`config.mk`:
```
export PLATFORM = sky130hd
export DESIGN_NAME = cache_port_arbiter
export DESIGN_NICKNAME = d
export VERILOG_FILES = /design/src/rtl/cache_port_arbiter_pkg.sv /design/src/rtl/cache_port_arbiter_arb_rr2.sv /design/src/rtl/cache_port_arbiter.sv
export SDC_FILE = /design/constraint.sdc
export NUM_CORES = 1
export LEC_CHECK = 0
export BUFFER_PORTS_ARGS = -buffer_cell sky130_fd_sc_hd__clkbuf_2
export CORE_AREA = 5 5 114 95
export DETAILED_ROUTE_END_ITERATION = 10
export DIE_AREA = 0 0 119 100
export GPL_TIMING_DRIVEN = 0
export MAX_ROUTING_LAYER = met4
export PLACE_DENSITY_LB_ADDON = 0.1
export SYNTH_ARGS = -nofsm -noshare
export SYNTH_HDL_FRONTEND = slang
export SYNTH_SLANG_ARGS = --single-unit
```
`constraint.sdc`:
```
create_clock -name clk -period 2.5 [get_ports clk]
set_input_delay 0.25 -clock clk [delete_from_list [all_inputs] [get_ports clk]]
set_output_delay 0.25 -clock clk [all_outputs]
set_load 0.05 [all_outputs]
```
`src/rtl/cache_port_arbiter_pkg.sv`:
```
// rtl/cache_port_arbiter_pkg.sv - shared encodings and defaults for the L1 cache port arbiter
package cache_port_arbiter_pkg;

    localparam int DEFAULT_ADDR_W = 12;
    localparam int DEFAULT_DEPTH  = 4096;

    typedef enum logic [1:0] {
        ST_IDLE   = 2'd0,
        ST_ACCESS = 2'd1,
        ST_RESP   = 2'd2
    } state_e;

    typedef enum logic {
        GNT_FETCH = 1'b0,
        GNT_DATA  = 1'b1
    } grant_e;

    // Word index derived from a byte address lies beyond the populated RAM.
    function automatic logic word_out_of_range(input logic [31:0] addr, input int depth);
        return {2'b00, addr[31:2]} >= $unsigned(depth);
    endfunction

endpackage

```
`src/rtl/cache_port_arbiter_arb_rr2.sv`:
```
// rtl/cache_port_arbiter_arb_rr2.sv - two-way alternating tie-break with saturating contention counter
module cache_port_arbiter_arb_rr2
    import cache_port_arbiter_pkg::*;
#(
    parameter int CNT_W = 16
) (
    input  logic             clk,
    input  logic             rst,
    input  logic             req_f_i,
    input  logic             req_d_i,
    input  logic             en_i,
    input  logic             cnt_clr_i,
    output logic             gnt_valid_o,
    output grant_e           gnt_o,
    output logic [CNT_W-1:0] cnt_o
);

    grant_e           last_q, last_d;
    logic [CNT_W-1:0] cnt_q, cnt_d;
    logic             tie;

    always_comb begin
        tie         = req_f_i && req_d_i;
        gnt_valid_o = req_f_i || req_d_i;
        gnt_o       = GNT_FETCH;
        if (tie) begin
            if (last_q == GNT_FETCH) begin
                gnt_o = GNT_DATA;
            end
        end else if (req_d_i) begin
            gnt_o = GNT_DATA;
        end

        last_d = last_q;
        if (en_i && gnt_valid_o) begin
            last_d = gnt_o;
        end

        cnt_d = cnt_q;
        if (cnt_clr_i) begin
            cnt_d = '0;
        end else if (en_i && tie && (cnt_q != '1)) begin
            cnt_d = cnt_q + 1'b1;
        end
    end

    // Reset to DATA so the first tie after reset goes to fetch.
    always_ff @(posedge clk or posedge rst) begin
        if (rst) begin
            last_q <= GNT_DATA;
            cnt_q  <= '0;
        end else begin
            last_q <= last_d;
            cnt_q  <= cnt_d;
        end
    end

    assign cnt_o = cnt_q;

endmodule

```
`src/rtl/cache_port_arbiter.sv`:
```
// rtl/cache_port_arbiter.sv - shares the single-port L1 cache RAM between fetch and load/store ports
module cache_port_arbiter
    import cache_port_arbiter_pkg::*;
#(
    parameter int ADDR_W = DEFAULT_ADDR_W,
    parameter int DEPTH  = DEFAULT_DEPTH,
    parameter int CNT_W  = 16
) (
    input  logic              clk,
    input  logic              reset,
    input  logic              if_req,
    input  logic [31:0]       if_addr,
    output logic              if_ack,
    output logic              if_err,
    output logic [31:0]       if_rdata,
    input  logic              d_req,
    input  logic              d_we,
    input  logic [3:0]        d_be,
    input  logic [31:0]       d_addr,
    input  logic [31:0]       d_wdata,
    output logic              d_ack,
    output logic              d_err,
    output logic [31:0]       d_rdata,
    output logic              mem_en,
    output logic              mem_we,
    output logic [3:0]        mem_be,
    output logic [ADDR_W-1:0] mem_addr,
    output logic [31:0]       mem_wdata,
    input  logic [31:0]       mem_rdata,
    input  logic              cnt_clr,
    output logic [CNT_W-1:0]  contention_cnt
);

    state_e            state_q, state_d;
    grant_e            winner_q, winner_d;
    logic              err_q, err_d;
    logic              wr_q, wr_d;
    logic              mem_en_q, mem_en_d;
    logic              mem_we_q, mem_we_d;
    logic [3:0]        mem_be_q, mem_be_d;
    logic [ADDR_W-1:0] mem_addr_q, mem_addr_d;
    logic [31:0]       mem_wdata_q, mem_wdata_d;

    logic   arb_en, f_elig, d_elig, f_fault, d_fault, gnt_valid;
    grant_e gnt;

    // The port just acked still shows its old request during RESP, so it sits this round out.
    assign arb_en  = (state_q == ST_IDLE) || (state_q == ST_RESP);
    assign f_elig  = if_req && !((state_q == ST_RESP) && (winner_q == GNT_FETCH));
    assign d_elig  = d_req  && !((state_q == ST_RESP) && (winner_q == GNT_DATA));
    assign f_fault = (if_addr[1:0] != 2'b00) || word_out_of_range(if_addr, DEPTH);
    assign d_fault = word_out_of_range(d_addr, DEPTH);

    cache_port_arbiter_arb_rr2 #(
        .CNT_W(CNT_W)
    ) u_arb (
        .clk        (clk),
        .rst        (reset),
        .req_f_i    (f_elig),
        .req_d_i    (d_elig),
        .en_i       (arb_en),
        .cnt_clr_i  (cnt_clr),
        .gnt_valid_o(gnt_valid),
        .gnt_o      (gnt),
        .cnt_o      (contention_cnt)
    );

    always_comb begin
        state_d     = state_q;
        winner_d    = winner_q;
        err_d       = err_q;
        wr_d        = wr_q;
        mem_en_d    = 1'b0;
        mem_we_d    = 1'b0;
        mem_be_d    = 4'b0000;
        mem_addr_d  = mem_addr_q;
        mem_wdata_d = mem_wdata_q;

        case (state_q)
            ST_ACCESS: state_d = ST_RESP;
            default: begin
                state_d = ST_IDLE;
                if (gnt_valid) begin
                    winner_d = gnt;
                    if (gnt == GNT_FETCH) begin
                        err_d = f_fault;
                        wr_d  = 1'b0;
                    end else begin
                        err_d = d_fault;
                        wr_d  = d_we;
                    end
                    if (err_d) begin
                        state_d = ST_RESP;
                    end else begin
                        state_d  = ST_ACCESS;
                        mem_en_d = 1'b1;
                        mem_we_d = wr_d;
                        if (gnt == GNT_FETCH) begin
                            mem_addr_d = if_addr[ADDR_W+1:2];
                        end else begin
                            mem_addr_d = d_addr[ADDR_W+1:2];
                            if (wr_d) begin
                                mem_be_d    = d_be;
                                mem_wdata_d = d_wdata;
                            end
                        end
                    end
                end
            end
        endcase
    end

    always_ff @(posedge clk or posedge reset) begin
        if (reset) begin
            state_q     <= ST_IDLE;
            winner_q    <= GNT_FETCH;
            err_q       <= 1'b0;
            wr_q        <= 1'b0;
            mem_en_q    <= 1'b0;
            mem_we_q    <= 1'b0;
            mem_be_q    <= 4'b0000;
            mem_addr_q  <= '0;
            mem_wdata_q <= '0;
        end else begin
            state_q     <= state_d;
            winner_q    <= winner_d;
            err_q       <= err_d;
            wr_q        <= wr_d;
            mem_en_q    <= mem_en_d;
            mem_we_q    <= mem_we_d;
            mem_be_q    <= mem_be_d;
            mem_addr_q  <= mem_addr_d;
            mem_wdata_q <= mem_wdata_d;
        end
    end

    assign mem_en    = mem_en_q;
    assign mem_we    = mem_we_q;
    assign mem_be    = mem_be_q;
    assign mem_addr  = mem_addr_q;
    assign mem_wdata = mem_wdata_q;

    assign if_ack   = (state_q == ST_RESP) && (winner_q == GNT_FETCH);
    assign d_ack    = (state_q == ST_RESP) && (winner_q == GNT_DATA);
    assign if_err   = if_ack && err_q;
    assign d_err    = d_ack && err_q;
    assign if_rdata = (if_ack && !err_q) ? mem_rdata : 32'h0;
    assign d_rdata  = (d_ack && !err_q && !wr_q) ? mem_rdata : 32'h0;

endmodule

```
# Word level (Yosys, flattened, before mapping)
# Index checks and enable logic that the tools add are counted.
dict set report totals {
  regBits 72
  in_bits 138
}
dict set report op_classes {
  n_addsub 1
  n_lt_le_gt_ge 2
  eq_ne 3
  mux 28
  bitwise 3
  n_reduce_logical 26
}
# op n
set ops {}
lappend ops {{32-bit 2-to-1 mux} 2}
lappend ops {{30-bit by 13-bit greater-or-equal comparator with 1-bit output (second input constant)} 2}
lappend ops {{16-bit 2-to-1 mux} 2}
lappend ops {{4-bit 2-to-1 mux} 5}
lappend ops {{16-bit by 1-bit adder with 16-bit output (second input constant)} 1}
lappend ops {{16-bit != test (second input constant)} 1}
lappend ops {{1-bit 2-to-1 mux} 15}
lappend ops {{1-bit logical AND} 13}
lappend ops {{12-bit 2-to-1 mux} 1}
lappend ops {{2-bit 2-to-1 mux} 3}
lappend ops {{5-bit AND reduction} 1}
lappend ops {{1-bit zero test} 4}
lappend ops {{2-bit nonzero test} 2}
lappend ops {{1-bit logical OR} 3}
lappend ops {{1-bit NOT} 3}
lappend ops {{3-bit AND reduction} 1}
lappend ops {{2-bit by 1-bit == test with 1-bit output (second input constant)} 1}
lappend ops {{2-bit == test (second input constant)} 1}
lappend ops {{2-bit zero test} 1}
lappend ops {{2-bit AND reduction} 1}

# Logic depth before layout (Yosys ltp)
# Gate-level depths: netlist of run 1.
dict set report depth {
  word_depth 14
  depth_mapped 6
  depth_no_buf 6
}

# Modules after synthesis
# From an unflattened synthesis of run 1, not the netlist that was laid out.
dict set report unflattened {
  hier_cells 334
  area_unflattened_um2 3754.9
}
# module n_inst cells_each area_per_inst_um2
set by_module_without_submodules {}
lappend by_module_without_submodules {cache_port_arbiter 1 233 2737.6}
lappend by_module_without_submodules {cache_port_arbiter_arb_rr2 1 101 1017.2}

# Worst setup path before layout of run 1
# No wires, ideal clock.
dict set report synth_timing {
  kind {flip-flop to flip-flop}
  startpoint {reg state_q[0]}
  endpoint {reg mem_wdata_q[0] (netlist: mem_wdata[0])}
  setup_ns 0.125
  t_arrival_ns 2.430
  path_slack_ns -0.055
  path_stages_with_launch 7
  n_path_buf 1
  synth_period_minus_slack_ns 2.555
  cell_sequence {dfrtp_1 nand2b_1 nor2_1 o21a_1 nand3_4 buf_6 mux2_4}
}
dict set report synth_between {
  elab_chain_cells 11
  elab_cells_between_ends 21
  classes_between {2 x eq/ne; 8 x mux; 2 x bitwise; 9 x reduce/logical}
}
# element line_no
set synth_rtl {}
lappend synth_rtl {{from (decl)} cache_port_arbiter.sv:34} ;# state_e state_q, state_d;
lappend synth_rtl {{from (signal assigned)} cache_port_arbiter.sv:125} ;# state_q <= state_d;
lappend synth_rtl {{2-bit == test (*)} n/a}
lappend synth_rtl {{1-bit logical AND (*)} n/a}
lappend synth_rtl {{via if_ack} cache_port_arbiter.sv:13} ;# output logic if_ack,
lappend synth_rtl {{1-bit zero test (*)} cache_port_arbiter.sv:49} ;# assign f_elig = if_req && !((state_q == ST_RESP) && (winner_q == GNT_FETCH));
lappend synth_rtl {{1-bit logical AND (*)} cache_port_arbiter.sv:49}
lappend synth_rtl {{1-bit logical AND} cache_port_arbiter_arb_rr2.sv:23} ;# tie = req_f_i && req_d_i;
lappend synth_rtl {{1-bit 2-to-1 mux} cache_port_arbiter_arb_rr2.sv:26} ;# if (tie) begin
lappend synth_rtl {{1-bit 2-to-1 mux} cache_port_arbiter.sv:85} ;# if (gnt == GNT_FETCH) begin
lappend synth_rtl {{1-bit 2-to-1 mux} cache_port_arbiter.sv:83} ;# if (gnt_valid) begin
lappend synth_rtl {{1-bit 2-to-1 mux} cache_port_arbiter.sv:79} ;# case (state_q)
lappend synth_rtl {{1-bit NOT (no source line)} n/a}
lappend synth_rtl {{5-bit AND reduction (no source line) (*)} n/a}
lappend synth_rtl {{to (signal assigned)} cache_port_arbiter.sv:133} ;# mem_wdata_q <= mem_wdata_d;
lappend synth_rtl {{to (decl)} cache_port_arbiter.sv:42} ;# logic [31:0] mem_wdata_q, mem_wdata_d;
# Mark *: on every way through the listed nets, which the timed path passes. The rest lies on a longest branch. The select of a mux whose other input is x is not followed.
# A chain may end at the register's enable or synchronous reset.

# Worst setup path in the final report of run 1
dict set report layout_timing {
  startpoint {reg state_q[0]}
  endpoint {out d_rdata[3]}
}
dict set report layout_between {
  elab_chain_cells 5
}
# element line_no
set layout_rtl {}
lappend layout_rtl {{2-bit == test} cache_port_arbiter.sv:144} ;# assign d_ack = (state_q == ST_RESP) && (winner_q == GNT_DATA);
lappend layout_rtl {{1-bit logical AND} cache_port_arbiter.sv:144}
lappend layout_rtl {{1-bit logical AND (2 in a row)} cache_port_arbiter.sv:148} ;# assign d_rdata = (d_ack && !err_q && !wr_q) ? mem_rdata : 32'h0;
lappend layout_rtl {{32-bit 2-to-1 mux} cache_port_arbiter.sv:148}
lappend layout_rtl {{to (decl)} cache_port_arbiter.sv:23} ;# output logic [31:0] d_rdata,
# Every way passes these cells.

==> flow_metrics.py, run 1 <==
metrics = {
    "timing": {
        "fin_skew_ns": 0.0118,
        "finalHoldViolations": 0,
        "fin_setup_tns_ns": 0,
        "final_max_slew_viol_count": 0,
        "slew_headroom": 0.411,
        "grt_setup_unrepaired": "false",
        "setup_viol": 0,
        "fmax_mhz": 437,
        "worst_pin_slew_ns": 0.883,
        "postLayoutSetupSlackWorst_ns": 0.212,
        "fin_crit_ns": 2.29,
        "post-route-period-util": 0.915,
        "holdWs_ns": 0.0809,
    },
    "pwr": {
        "clkPwrFrac": 0.439,
        "combPwrFrac": 0.157,
        "p_per_area_mw_per_mm2": 526,
        "switching_share": 0.273,
        "share_seq_of_total_power": 0.404,
        "p_sw_uw": 812,
        "leakage_nw": 3.21,
        "peakVddDrop_mv": 0.309,
        "p_int_mw": 2.16,
        "fin_total_pwr_mw": 2.97,
    },
    "worst_setup_path": {
        "crit_start": "state_q[0]",
        "rr_endpoint": "mem_addr[4]",
        "arrival_ns": 2.04,
        "cp_common_cell": "clkbuf_2",
        "r2r_setup_slack_ns": 0.34,
        "cp_slowest_cell": "dfrtp_1",
        "worst_r2r_startpoint": "state_q[0]",
        "crit_fanout": 10,
        "path_cells": "nor2b_4 > nand2_1 > nor3_4 > clkbuf_2 > and2_1 > clkbuf_2",
        "end_kind": "output pin",
        "cp.required_ns": 2.25,
        "cpPeakStageDelay_ns": 0.46,
        "r2r_cells": 6,
        "path_class": "reg -> out",
        "start_kind": "flop",
    },
    "grt": {
        "antenna_found_initial": 0,
        "grt_pass1_wl_um": 18800,
        "track_usage": 0.201,
        "grt_max_degree": 72,
        "grt_pass1_vias": 3590,
        "overflow": 0,
    },
    "finish": {
        "stdcell_count": 738,
        "design_area_mm2": 0.00565,
        "num_antenna_cells": 0,
        "finish.utilization": 0.598,
        "nets": 753,
        "nFillCells": 806,
        "areaGrowthSynthToFinish_pct": 47.9,
        "drive_gt1_frac": 0.588,
    },
    "synthesis": {
        "syn_area_mm2": 0.00382,
        "ys_types": 43,
        "yosys.area_share.simple": 0.225,
        "synth_top_family_by_area": "simple AND/OR/NAND/NOR gates",
        "synth_top_flop_cell": "dfrtp_1",
        "seq_area_frac_synth": 0.466,
        "ys_warn_count": 0,
        "avgSynthCellArea_um2": 11.4,
        "async_flop_share": 1.00,
        "synthTopCellsByArea": "dfrtp_1 46%, mux2_4 12%, and2_1 11%, mux2_2 8.0%, xnor2_1 3.0%",
        "synth_compound_area_frac": 0.0364,
        "synth_top_area_share": 0.459,
        "synthMostInstantiatedCell": "dfrtp_1",
        "synth_xor_area_frac": 0.0321,
        "synth-edff-count": 0,
        "synth_commonest_cells": "70 x dfrtp_1, 66 x and2_1, 30 x mux2_4, 27 x mux2_2, 22 x nor2_1",
        "syn_nets": 474,
        "yosys.area.top_type": "dfrtp_1",
        "syn_inst": 335,
        "synthAdderAreaFrac": 0.00328,
        "synthMuxAreaShare": 0.206,
        "ys_ff_latch": 71,
    },
    "clocking": {
        "cts_max_level": 3,
        "postCtsHoldBufs": 0,
        "clock_latency_ns": 0.33,
        "clk_pin_slew_worst_paths_ns": 0.06,
        "cts_num_sinks": 71,
        "cts_root_buf": "clkbuf_16",
        "clock_path_buffers": 2,
        "tritoncts": "done",
        "cts_buffers": 9,
    },
    "placement": {
        "pre_cts_slack_ns": 0.0384,
        "placed_cells": 722,
        "dp_hpwl_um": 9660,
        "gp_congestion": 0.822,
        "placed_cell_area_mm2": 0.00531,
        "portBuffers": 268,
    },
    "route": {
        "wirelength_um": 11800,
        "via_count": 3454,
        "remaining_drc_errors": 0,
        "antenna_left": 0,
        "viasPerCell": 4.68,
        "drtPass1Iterations": 4,
        "wl_per_cell_um": 15.9,
        "drt_iter0_drc": 85,
    },
    "floorplan": {
        "std_cell_rows": 32,
        "start_util": 0.404,
        "die_h_um": 100,
        "die_w_um": 119,
        "core_region_area_mm2": 0.00945,
        "die_area_mm2": 0.0119,
        "num_io_pins": 272,
    },
    "hold_path": {
        "hold_class": "in -> async",
    },
    "job": {
        "drv_cap": 0,
    },
    "outcome": {
        "status": "completed",
    },
}
[critical path, delay by kind of cell (launching register included)]
kind,cells,cell delay (ns)
simple gates,4,0.73
buf+inv,2,0.51
flops,1,0.46
[cell families (layout without fill, tap and decap cells)]
logic type               count (synthesis)  in the layout
AND/OR/NAND/NOR                        147            147
XOR/XNOR                                14             14
AO/OA/AOI/OAI                           19             19
multiplexers                            60             60
flip-flops                              71             71
adder cells (fa/ha/maj)                  1              1
buffers and inverters                   23            307
[layout make-up]
type / instances / area [µm²] / share of cell area
multi-input combinational: 241 / 1950 / 0.345
sequential: 71 / 1780 / 0.315
timing repair buffer: 268 / 1340 / 0.238
clock buffer: 9 / 225 / 0.0399
tap: 119 / 149 / 0.0264
buffer: 15 / 95.1 / 0.0168
clock inverter: 7 / 80.1 / 0.0142
inverter: 8 / 32.5 / 0.00576
[layer usage]
metal | vias to the layer above | wire [µm] | global-route usage
li1 | 1707 | - | -
met1 | 1582 | 4740 | 0.237
met2 | 156 | 5920 | 0.338
met3 | 9 | 991 | 0.0654
met4 | 0 | 102 | 0.0454
met5 | - | 0 | -
[how the worst max path moves through the flow]
stage,to,slack [ns]
after floorplan,mem_wdata[0],0.21
after global placement,mem_wdata[7],-0.41
after detailed placement,d_rdata[20],0.04
after CTS,d_rdata[20],-0.05
after global routing,d_rdata[8],0.04
final,d_rdata[3],0.21
[cell usage in the layout (no fill, tap or decap), drive strengths merged, types with 2 or more instances in the layout]
cell,n
nor2,22
o21ai,2
mux2i,3
clkinv,2
nor3,8
and3,3
nor3b,6
nand2,12
o31ai,2
mux2,57
a211oi,3
and2,66
buf,6
nor4,12
a21oi,4
inv,11
clkbuf,286
nand4,3
nand3,6
nor2b,4
xnor2,13
dfrtp,70
[sequential cells by signal, indices dropped and copies added (netlist names), 2 cells and up]
signal       flops
mem_wdata       32
u_arb.cnt_o     16
mem_addr        12
mem_be           4
state_q          2
[repair_timing]
item	CTS	global route
cloned	0	0
resized for setup	3	9
buffers inserted	0	0
setup endpoints to repair	30	60
[power groups by stage]
stage	sequential, mW	clock, mW	combinational (mW)
finish	1.20	1.31	0.466
global route	1.20	1.39	0.517
CTS	1.20	1.34	0.469
detailed placement	1.22	0	0.466
global placement	1.22	0	0.456
floorplan	1.22	0	0.270
(Power assumes the default switching activity.)
==> run 2, diff against run 1 <==
Settings changed: ABC_AREA from default to 1, CORE_AREA 5 5 114 95 to 5 5 115 95, DIE_AREA 0 0 119 100 to 0 0 120 100, GPL_TIMING_DRIVEN 0 to 1.
==> run 2 against run 1 <==
Sequential share of layout area shrank 0.37 points. Clock power shrank 8%. Setup slack gained 0.13 ns. Critical path depth grew 2. Combinational power grew to 4.1 times the previous value. First-iteration DRC count grew 41%. Die area grew 0.84%. Worst hold slack lost 0.080 ns. Routed wire length grew 17%. Count of clock-buffer cells in the layout grew 2. Synthesized area grew 3.4%. Via count grew 31%. Largest power group is now combinational logic.
==> flow_metrics.py, run 2 <==
metrics = {
    "synthesis": {
        "ys_types": 23,
        "syn_nets": 715,
        "ys_warn_count": 0,
        "synthMostInstantiatedCell": "nand2_1",
        "synth-edff-count": 0,
        "synth_commonest_cells": "176 x nand2_1, 122 x nor2_1, 73 x nand3_1, 70 x dfrtp_1, 58 x inv_1",
        "syn_area_mm2": 0.00395,
        "syn_inst": 576,
        "seq_area_frac_synth": 0.450,
        "synth_top_area_share": 0.444,
        "avgSynthCellArea_um2": 6.86,
        "yosys.area.top_type": "dfrtp_1",
        "async_flop_share": 1.00,
        "synthTopCellsByArea": "dfrtp_1 44%, nand2_1 17%, nor2_1 12%, nand3_1 9.3%, inv_1 5.5%",
        "ys_ff_latch": 71,
        "synth_top_flop_cell": "dfrtp_1",
    },
    "placement": {
        "portBuffers": 269,
        "gp_congestion": 0.904,
        "placed_cell_area_mm2": 0.00543,
        "placed_cells": 947,
        "dp_hpwl_um": 10900,
    },
    "clocking": {
        "clock_latency_ns": 0.32,
        "tritoncts": "done",
        "clk_pin_slew_worst_paths_ns": 0.06,
        "cts_max_level": 3,
        "post-cts-setup-buffers": 0,
        "cts_num_sinks": 71,
        "cts_root_buf": "clkbuf_16",
        "clock_path_buffers": 2,
        "cts_buffers": 9,
    },
    "grt": {
        "grt_pass1_wl_um": 21500,
        "antenna_found_initial": 0,
        "grt_max_degree": 72,
        "overflow": 0,
        "grt_pass1_vias": 4340,
        "track_usage": 0.230,
    },
    "worst_setup_path": {
        "crit_fanout": 34,
        "cp.required_ns": 2.74,
        "crit_start": "state_q[0]",
        "cpPeakStageDelay_ns": 0.43,
        "critPathBufInv": 2,
        "cp_top_family": "simple AND/OR/NAND/NOR gates",
        "path_class": "reg -> reg",
        "end_kind": "flop",
        "start_kind": "flop",
        "arrival_ns": 2.40,
        "path_cells": "inv_2 > nand3_2 > nand3_2 > nand2_4 > nor3_4 > buf_4 > nand3_1 > nor2_1",
        "worst_r2r_startpoint": "state_q[0]",
        "cp_slowest_cell": "dfrtp_1",
        "cp_common_cell": "nand3_2",
    },
    "finish": {
        "layout_common_cells": "269 x clkbuf_2, 176 x nand2_1, 119 x nor2_1",
        "design_area_mm2": 0.00571,
        "areaGrowthSynthToFinish_pct": 44.7,
        "largest_reg_flops": 32,
        "drive_gt1_frac": 0.369,
        "num_antenna_cells": 0,
        "final_common_cell": "clkbuf_2",
        "nets": 978,
        "stdcell_count": 962,
    },
    "route": {
        "dr_wl_met2_um": 7060,
        "antenna_left": 0,
        "detailroute.wirelength.met3_um": 960,
        "viasPerCell": 4.72,
        "via_count": 4541,
        "wl_per_cell_um": 14.3,
        "dr.max_layer_used": "met4",
        "wirelength_um": 13800,
        "drtPass1Iterations": 4,
        "drt_iter0_drc": 120,
        "drt-met1-wl_um": 5420,
        "remaining_drc_errors": 0,
    },
    "floorplan": {
        "die_w_um": 120,
        "die_area_mm2": 0.0120,
        "core_region_area_mm2": 0.00957,
        "std_cell_rows": 32,
        "start_util": 0.413,
        "num_io_pins": 272,
        "die_h_um": 100,
    },
    "timing": {
        "fin_skew_ns": 0.00837,
        "fmax_mhz": 463,
        "grt_setup_unrepaired": "false",
        "slew_headroom": 0.603,
        "worst_pin_slew_ns": 0.594,
        "holdWs_ns": 0.00113,
        "final_max_slew_viol_count": 0,
        "post-route-period-util": 0.863,
        "setup_viol": 0,
        "finalHoldViolations": 0,
        "fin_crit_ns": 2.16,
    },
    "outcome": {
        "status": "completed",
    },
    "hold_path": {
        "hold_class": "in -> async",
    },
    "pwr": {
        "fin_total_pwr_mw": 4.52,
        "p_per_area_mw_per_mm2": 791,
        "leakage_nw": 3.61,
        "peakVddDrop_mv": 0.894,
    },
    "job": {
        "drv_cap": 0,
    },
}
[run 2: changes by cell type in the layout (fill, tap and decap cells not counted), moves of 30 or more]
cell	before	now
nand2_1	12	176
nand3_1	5	72
inv_1	7	57
nor2_1	21	119
and2_1	66	0
mux2_4	30	0
[run 2: layer usage]
metal	global-route usage	vias to the layer above
li1	-	2302
met1	0.269	2006
met2	0.404	209
met3	0.0361	24
met4	0.0836	0
met5	-	-
[run 2: power breakdown]
| group | internal [mW] | leakage [nW] | total (mW) | switching (mW) |
|---|---|---|---|---|
| Combinational | 0.435 | 2.52 | 1.93 | 1.49 |
| Clock | 0.722 | 0.130 | 1.20 | 0.483 |
| Sequential | 1.29 | 0.963 | 1.39 | 0.0954 |
[run 2: layout make-up]
type,count,area (µm²)
clock buffer,11,253
multi-input combinational,418,1840
clock inverter,4,31.3
tap,119,149
sequential,71,1780
timing repair buffer,279,1430
inverter,60,225
fill,956,3850
[run 2: cells by family (layout without fill, tap and decap cells)]
logic type,count (synthesis),after routing,synth area share
compound gates,7,7,0.00919
buf+inv,87,354,0.0859
flops,71,71,0.450
fa+ha+maj,1,1,0.00317
xor+xnor,12,12,0.0266
simple gates,398,398,0.425
[run 2: tightest hold or removal path: cells and delay by family]
family / cells / cell delay, ns
buffers and inverters: 3 / 0.48
[run 2: worst paths after layout]
| kind | endpoint | depth (start not counted) | slack [ns] |
|---|---|---|---|
| min in group clk | mem_be[1] | 3 | 0.12 |
| worst min register to register | mem_wdata[30] | 2 | 0.47 |
| worst min-delay path | mem_wdata[30] | 3 | 0.001 |
| worst max-delay path | mem_be[0] | 8 | 0.34 |
| worst max register to register | mem_be[0] | 8 | 0.34 |
| max in group asynchronous | u_arb.last_q | 3 | 2.18 |
[run 2: stage by stage]
| stage | utilization | setup WS (ns) | setup TNS, ns |
|---|---|---|---|
| 6_report | 0.597 | 0.342 | 0 |
| 5_1_grt | 0.597 | 0.0796 | 0 |
| 4_1_cts | 0.597 | 0.162 | 0 |
| 3_5_place_dp | 0.567 | 0.191 | 0 |
| 3_3_place_gp | 0.567 | 0.359 | 0 |
| 2_1_floorplan | - | -0.0359 | -1.80 |
[run 2: timing repair]
item	4_1_cts	5_1_grt
hold buffers	0	0
endpoints found under the setup margin	0	13
resized for setup	0	1
